<file path="src/rtl/stg2id.sv">
// Decode stage of the diad core: splits fetched words into execute-stage fields
// and folds an optional immediate-prefix word into a 24-bit immediate.
module stg2id #(
    parameter logic [7:0] PREFIX_OPC = 8'hFF
) (
    input  logic        iw_clk,
    input  logic        iw_rst_n,
    input  logic        iw_flush,
    input  logic        iw_valid,
    output logic        ow_ready,
    input  logic [23:0] iw_pc,
    input  logic [23:0] iw_instr,
    output logic        ow_valid,
    input  logic        iw_ready,
    output logic [23:0] ow_pc,
    output logic [23:0] ow_instr,
    output logic [7:0]  ow_opc,
    output logic        ow_sgn_en,
    output logic        ow_imm_en,
    output logic [11:0] ow_imm_val,
    output logic [23:0] ow_immsr_val,
    output logic [3:0]  ow_cc,
    output logic [3:0]  ow_tgt_gp,
    output logic [1:0]  ow_tgt_sr,
    output logic [3:0]  ow_src_gp,
    output logic [1:0]  ow_src_sr
);

    localparam logic [0:0] S_IDLE     = 1'b0;
    localparam logic [0:0] S_PREFIXED = 1'b1;

    logic [0:0]  r_state;
    logic [11:0] r_upper;
    logic        r_valid;
    logic [23:0] r_pc;
    logic [23:0] r_instr;
    logic [23:0] r_immsr;

    logic        w_ready;
    logic        w_acc;
    logic        w_is_prefix;
    logic [7:0]  w_opc;
    logic [11:0] w_imm;
    logic [23:0] w_immsr;

    assign w_ready     = ~r_valid | iw_ready;
    assign w_acc       = iw_valid & w_ready;
    assign w_opc       = iw_instr[23:16];
    assign w_imm       = iw_instr[11:0];
    assign w_is_prefix = (w_opc == PREFIX_OPC);

    // NOTE: every variable written here gets a default first so no latch is inferred.
    always_comb begin
        w_immsr = {12'b0, w_imm};
        if (r_state == S_PREFIXED) begin
            w_immsr = {r_upper, w_imm};
        end else if (w_opc[6]) begin
            w_immsr = {{12{w_imm[11]}}, w_imm};
        end
    end

    // NOTE: sequential state uses non-blocking assignments so all registers update together.
    always_ff @(posedge iw_clk or negedge iw_rst_n) begin
        if (!iw_rst_n) begin
            r_state <= S_IDLE;
            r_upper <= '0;
            r_valid <= 1'b0;
            r_pc    <= '0;
            r_instr <= '0;
            r_immsr <= '0;
        end else if (iw_flush) begin
            r_state <= S_IDLE;
            r_upper <= '0;
            r_valid <= 1'b0;
        end else if (w_acc && w_is_prefix) begin
            // An accept implies the slot is empty or being consumed, so it empties.
            r_state <= S_PREFIXED;
            r_upper <= w_imm;
            r_valid <= 1'b0;
        end else if (w_acc) begin
            r_state <= S_IDLE;
            r_valid <= 1'b1;
            r_pc    <= iw_pc;
            r_instr <= iw_instr;
            r_immsr <= w_immsr;
        end else if (iw_ready) begin
            r_valid <= 1'b0;
        end
    end

    // Field outputs are slices of the held word; they stay stable until the next load.
    assign ow_ready     = w_ready;
    assign ow_valid     = r_valid;
    assign ow_pc        = r_pc;
    assign ow_instr     = r_instr;
    assign ow_opc       = r_instr[23:16];
    assign ow_sgn_en    = r_instr[22];
    assign ow_imm_en    = r_instr[23];
    assign ow_imm_val   = r_instr[11:0];
    assign ow_immsr_val = r_immsr;
    assign ow_cc        = r_instr[15:12];
    assign ow_tgt_gp    = r_instr[15:12];
    assign ow_tgt_sr    = r_instr[15:14];
    assign ow_src_gp    = r_instr[11:8];
    assign ow_src_sr    = r_instr[13:12];

endmodule
</file>
<file path="config.mk">
export PLATFORM = sky130hd
export DESIGN_NAME = stg2id
export DESIGN_NICKNAME = d
export VERILOG_FILES = /design/src/rtl/stg2id.sv
export SDC_FILE = /design/constraint.sdc
export NUM_CORES = 1
export LEC_CHECK = 0
export ABC_AREA = 1
export BUFFER_PORTS_ARGS = -buffer_cell sky130_fd_sc_hd__buf_2
export CORE_MARGIN = 2
export CORE_UTILIZATION = 40
export CTS_CLUSTER_DIAMETER = 150
export CTS_CLUSTER_SIZE = 20
export DETAILED_ROUTE_END_ITERATION = 10
export PLACE_DENSITY_LB_ADDON = 0.3
export SLEW_MARGIN = 10
export SYNTH_ARGS = -nofsm -noshare
export SYNTH_HDL_FRONTEND = slang
export SYNTH_SLANG_ARGS = --single-unit
</file>
<file path="constraint.sdc">
create_clock -name iw_clk -period 1.3 [get_ports iw_clk]
set_input_delay 0.065 -clock iw_clk [delete_from_list [all_inputs] [get_ports iw_clk]]
set_output_delay 0.065 -clock iw_clk [all_outputs]
set_load 0.02 [all_outputs]
</file>
==> results of run 1 <==
cell usage in the layout, fill, tap and decap left out, types with 6 or more instances in the layout:
| cell type | Yosys | routed |
|---|---|---|
| dlygate4sd3_1 | 0 | 49 |
| buf_4 | 51 | 7 |
| buf_6 | 0 | 6 |
| dfrtp_1 | 74 | 74 |
| nand3_1 | 27 | 25 |
| buf_2 | 10 | 163 |
| nand4_1 | 60 | 60 |
| nand2_1 | 162 | 162 |
| buf_12 | 0 | 6 |
| clkbuf_8 | 0 | 9 |
power by group through the flow:
stage / Clock [W] / Sequential [W] / Combinational [W]
after detailed placement: 0 / 0.00282 / 0.00179
after global placement: 0 / 0.00281 / 0.00177
after floorplan: 0 / 0.00315 / 0.00100
final: 0.00213 / 0.00278 / 0.00195
after global routing: 0.00226 / 0.00282 / 0.00210
after CTS: 0.00216 / 0.00278 / 0.00191
sequential cells by signal, indices dropped and copies added (netlist names):
name	cells
r_upper	12
ow_pc	24
ow_valid	1
ow_immsr_val	12
r_state	1
ow_instr	24
worst max-delay path: cells and delay by family (launching register included):
family          cells  cell delay (ns)
compound gates      1             0.21
buf+inv             2             0.33
flops               1             0.42
simple gates        3             0.21
layer usage:
layer	routed length (um)	track usage, %
met2	4930	34.6
met3	569	4.65
met5	0	0
met4	175	7.38
met1	4220	26.8
metrics by stage:
step	total power, W	setup WS [ns]	TNS [ns]
after floorplan	0.00415	0.00289	0
after global placement	0.00458	0.0962	0
after detailed placement	0.00461	0.0463	0
after CTS	0.00684	0.0268	0
after global routing	0.00717	-0.0315	-0.323
final	0.00685	0.0277	0
path summary, 6_finish.rpt:
path | depth (start not counted) | endpoint | start | slack [ns]
setup reg to reg | 6 | r_upper[10]$_DFFE_PN0P_ | ow_valid$_DFFE_PN0P_ | 0.03
min in group asynchronous | 3 | ow_instr[4]$_DFFE_PN0P_ | iw_rst_n | 0.24
hold reg to reg | 2 | ow_pc[1]$_DFFE_PN0P_ | ow_pc[1]$_DFFE_PN0P_ | 0.47
hold / removal | 3 | ow_instr[22]$_DFFE_PN0P_ | iw_instr[22] | 0.02
max in group asynchronous | 3 | ow_instr[14]$_DFFE_PN0P_ | iw_rst_n | 0.79
setup / recovery | 6 | r_upper[10]$_DFFE_PN0P_ | ow_valid$_DFFE_PN0P_ | 0.03
final cells by class:
cell class	instances	area, sq um	share of cell area, %
flip-flops and latches	74	1850	36.7
repair buffers	234	1600	31.7
multi-input cells	257	1210	24.1
well taps	108	135	2.68
clock buffers	11	131	2.60
clock inverters	5	103	2.03
inverters	3	11.3	0.223
cell families after synthesis:
family                 synth area share [%]
DFF                                    52.2
buffers and inverters                  14.6
and+or+nand+nor                        32.4
AOI/OAI and AO/OA                     0.811
timing repair:
item,CTS,global route
endpoints found under the hold margin,133,0
buffers inserted,0,1
gates resized for setup,0,24
hold buffers,49,0
endpoints found under the setup margin,0,74
==> out/results.txt, run 1 <==
leak pwr = 2.85 nW
vias per inst = 4.90
clk buf depth = 2
wire per inst = 14.3 um
Initial Utilization = 40.9%
Area growth syn-to-layout = 42.3%
number of diodes = 0
sequential share of power = 40.5%
GP Congestion = 0.823
cell count after placement = 624
# setup viols final = 0
prevailing post-synth register cell = dfrtp_1
largest net degree at the start of global routing = 53
Pre-antenna DRT Iters = 4
HP Class = input pin to flip-flop
routed vias = 3,390
Synth Area per Inst = 8.55 sq um
residual DRC count = 0
slew margin rel. = 75.8%
clock sink count = 74
vias in the first global route = 3,347
Setup CP Type = flip-flop to flip-flop
row cnt = 34
DIE WIDTH = 98.2 um
worst-path cell chain = a21boi_4, buf_12, nand3_2, buf_4, nand3_1, nand2_1
Mapped Area = 3550 sq um
initial antenna violation count = 0
PD cells = 1360 nW/um^2
Finished Cell Area = 5050 sq um
Synth Warn # = 0
most frequent cells after synthesis = nand2_1, dfrtp_1, nand4_1
Achievable Freq = 786 MHz
slowest cell delay on critical path = 0.42 ns
Async S/R FF share, synth = 100%
die area = 9640 sq um
post-synthesis sequential area ratio = 52.2%
cells after synthesis = 415
Final nets = 632
outcome = finished clean
combinational group share of total power = 28.4%
net switching power = 0.00230 W
Yosys top cell by area = dfrtp_1
total grt overflow = 0
area post-placement = 4180 sq um
WHS = 0.0225 ns
Max H-tree Level = 3
Max Cap Viol = 0
Max VDD drop = 0.662 mV
Clock transition at path regs = 0.08 ns
layout cells sized above 1 = 35.8%
largest cells by area after synthesis = dfrtp_1, nand2_1, buf_4, nand4_1, nand3_1
Worst path slowest cell = dfrtp_1
largest fanout on the critical path = 6
Final Util = 58.2%
first-pass GRT wire length = 16,300 um
area share of the largest cell type after synthesis = 52.2%
Final Critical Period = 1.27 ns
PortBufs = 164
switching share of power = 33.6%
clk_lat worst skew = 0.34 ns
Die Ht = 98.2 um
root buf cell = clkbuf_8
internal power = 0.00455 W
CTS tree = done
DRT iter0 DRCs = 191
Non-Filler Instances = 692
Worst EP arrival = 1.51 ns
total track usage = 20.8%
wirelength, routed = 9890 um
Worst setup EP type = flip-flop
Layout fillers = 804
final period utilization = 97.9%
syn nets = 468
worst-margin pin slew = 0.364 ns
CP Launch Type = flip-flop
WP data required = 1.54 ns
post-route ant nets = 0
core box area = 8680 sq um
EDFF count, synth = 0
Seq cells post-synth = 74
cts bufs inserted = 9
count leader, synth = nand2_1
Worst Skew = 0.00878 ns
endpoints failing hold = 0
DP HPWL = 6310 um
max-slew violation count = 0
num ports = 165
Unique masters post-synth = 17
Clock power frac = 31.0%
(Power assumes the default switching activity.)
==> run 2, diff against run 1 <==
Settings changed: BUFFER_PORTS_ARGS -buffer_cell sky130_fd_sc_hd__buf_2 to -buffer_cell sky130_fd_sc_hd__buf_4, RECOVER_POWER from default to 25.
==> run 2 against run 1 <==
Net effect: final cell count grew 0.87%; routed wire length grew 4.4%; sequential share of layout area decreased by 3.4 points; highest routed layer unchanged; largest power group unchanged; power grew 3.5%; die area unchanged; clock power down 10%; global-route usage decreased by 0.44 points; first-iteration DRC count shrank 11%; critical endpoint is now ow_instr[4]$_DFFE_PN0P_; via count is 2.5% higher.
==> out/results.txt, run 2 (synthesis gave the netlist of run 1 again) <==
# setup viols final = 0
outcome = finished clean
clk buf depth = 2
slew margin rel. = 50.9%
largest fanout on the critical path = 9
Finished Cell Area = 5560 sq um
WP data required = 1.53 ns
max-slew violation count = 0
layout cells sized above 1 = 41.9%
routed vias = 3,476
final period utilization = 99.9%
num ports = 165
Max VDD drop = 0.845 mV
Achievable Freq = 770 MHz
Clock transition at path regs = 0.08 ns
area post-placement = 4600 sq um
final setup margin = 0.000758 ns
number of diodes = 0
row cnt = 34
PortBufs = 164
Setup Slack @ Placement = -0.0248 ns
post-route setup TNS = 0 ns
GP Congestion = 0.789
worst-margin pin slew = 0.736 ns
post-route ant nets = 0
RSZ-0062 raised after global routing = true
core box area = 8680 sq um
Area growth syn-to-layout = 56.8%
Setup CP Type = flip-flop to flip-flop
total grt overflow = 0
vias in the first global route = 3,450
cts bufs inserted = 9
root buf cell = clkbuf_8
leading cell type in the layout, fill and taps excluded = buf_4
Max H-tree Level = 3
die area = 9640 sq um
DIE WIDTH = 98.2 um
DRT iter0 DRCs = 170
wire per inst = 14.8 um
Pre-antenna DRT Iters = 4
Total Power = 0.00709 W
commonest cells after routing, fill and taps aside = buf_4, nand2_1, dfrtp_1, nand4_1, dlygate4sd3_1
clk_lat worst skew = 0.33 ns
clock sink count = 74
residual DRC count = 0
vias per inst = 4.98
endpoints failing hold = 0
initial antenna violation count = 0
total track usage = 20.3%
Worst EP arrival = 1.53 ns
Die Ht = 98.2 um
HP Class = input pin to flip-flop
Initial Utilization = 40.9%
PD cells = 1280 nW/um^2
CTS tree = done
wirelength, routed = 10,300 um
Worst setup EP type = flip-flop
leak pwr = 3.00 nW
CP Launch Type = flip-flop
DP HPWL = 6680 um
Worst Skew = 0.00405 ns
Max Cap Viol = 0
Final Util = 64.1%
largest net degree at the start of global routing = 34
Final nets = 639
Final Critical Period = 1.30 ns
first-pass GRT wire length = 16,100 um
==> run 2: cell count changes in the layout (fill, tap and decap cells not counted), moves of 2 or more <==
cell	change
buf_6	-3
nor2_4	-2
nand2_2	+31
buf_4	+172
nand2_1	-30
buf_2	-163
clkbuf_1	-2
clkbuf_16	+3
clkinv_2	+2
nor2_1	+2
dlygate4sd3_1	-3
==> run 2: layout make-up <==
type	count	area, sq um
clock buffers	9	124
multi-input cells	257	1260
clock inverters	6	82.6
repair buffers	241	2090
inverters	3	11.3
well taps	108	135
flip-flops and latches	74	1850
fillers	736	3120
==> run 2: what timing repair did <==
| action | in CTS | in global routing |
|---|---|---|
| cloned | 0 | 5 |
| buffers inserted | 0 | 4 |
| endpoints found under the hold margin | 105 | 0 |
| pin swaps | 1 | 2 |
| resized for setup | 1 | 46 |
| endpoints found under the setup margin | 30 | 67 |
| hold buffers | 46 | 0 |
==> run 2: power by group <==
part           total (W)  switching [W]  internal, W  leakage, nW
logic            0.00236        0.00128      0.00108         1.95
registers        0.00282       0.000247      0.00258        0.946
clock network    0.00191       0.000852      0.00106        0.105
total            0.00709        0.00238      0.00471         3.00
==> run 2: final timing paths <==
path | from | end | cells after the start | slack (ns)
max in group asynchronous | iw_rst_n | r_upper[0]$_DFFE_PN0P_ | 3 | 0.33
worst min register to register | ow_pc[6]$_DFFE_PN0P_ | ow_pc[6]$_DFFE_PN0P_ | 2 | 0.48
worst max register to register | ow_valid$_DFFE_PN0P_ | ow_instr[4]$_DFFE_PN0P_ | 6 | 0.0008
worst min-delay path | iw_pc[0] | ow_pc[0]$_DFFE_PN0P_ | 3 | 0.009
worst max-delay path | ow_valid$_DFFE_PN0P_ | ow_instr[4]$_DFFE_PN0P_ | 6 | 0.0008
min in group asynchronous | iw_rst_n | ow_instr[1]$_DFFE_PN0P_ | 2 | 0.32
==> run 2: through the flow <==
| stage | std cells | hold WS (ns) |
|---|---|---|
| floorplan | 415 | -0.231 |
| CTS | 689 | 0.00149 |
| global placement | 628 | 0.00862 |
| finish | 698 | 0.00949 |
| detailed placement | 628 | 0.0201 |
| global route | 698 | 0.0144 |
==> run 2: critical path, stage by stage, from the launching register on <==
cell and delay [ns]:
dfrtp_1 0.41, a21boi_4 0.24, nand3_4 0.10, buf_12 0.17
clkbuf_16 0.16, nand2_1 0.05, nand2_1 0.05
==> run 2: routing by layer <==
metal  part of all wire [%]  vias up  track usage, %  wire (um)
met5                      0        -               0          0
met4                    2.5        0            8.01        256
met2                     51      116            34.8       5220
met1                     41     1675            25.3       4280
li1                       -     1664               -          -
met3                    5.5       21            4.22        569
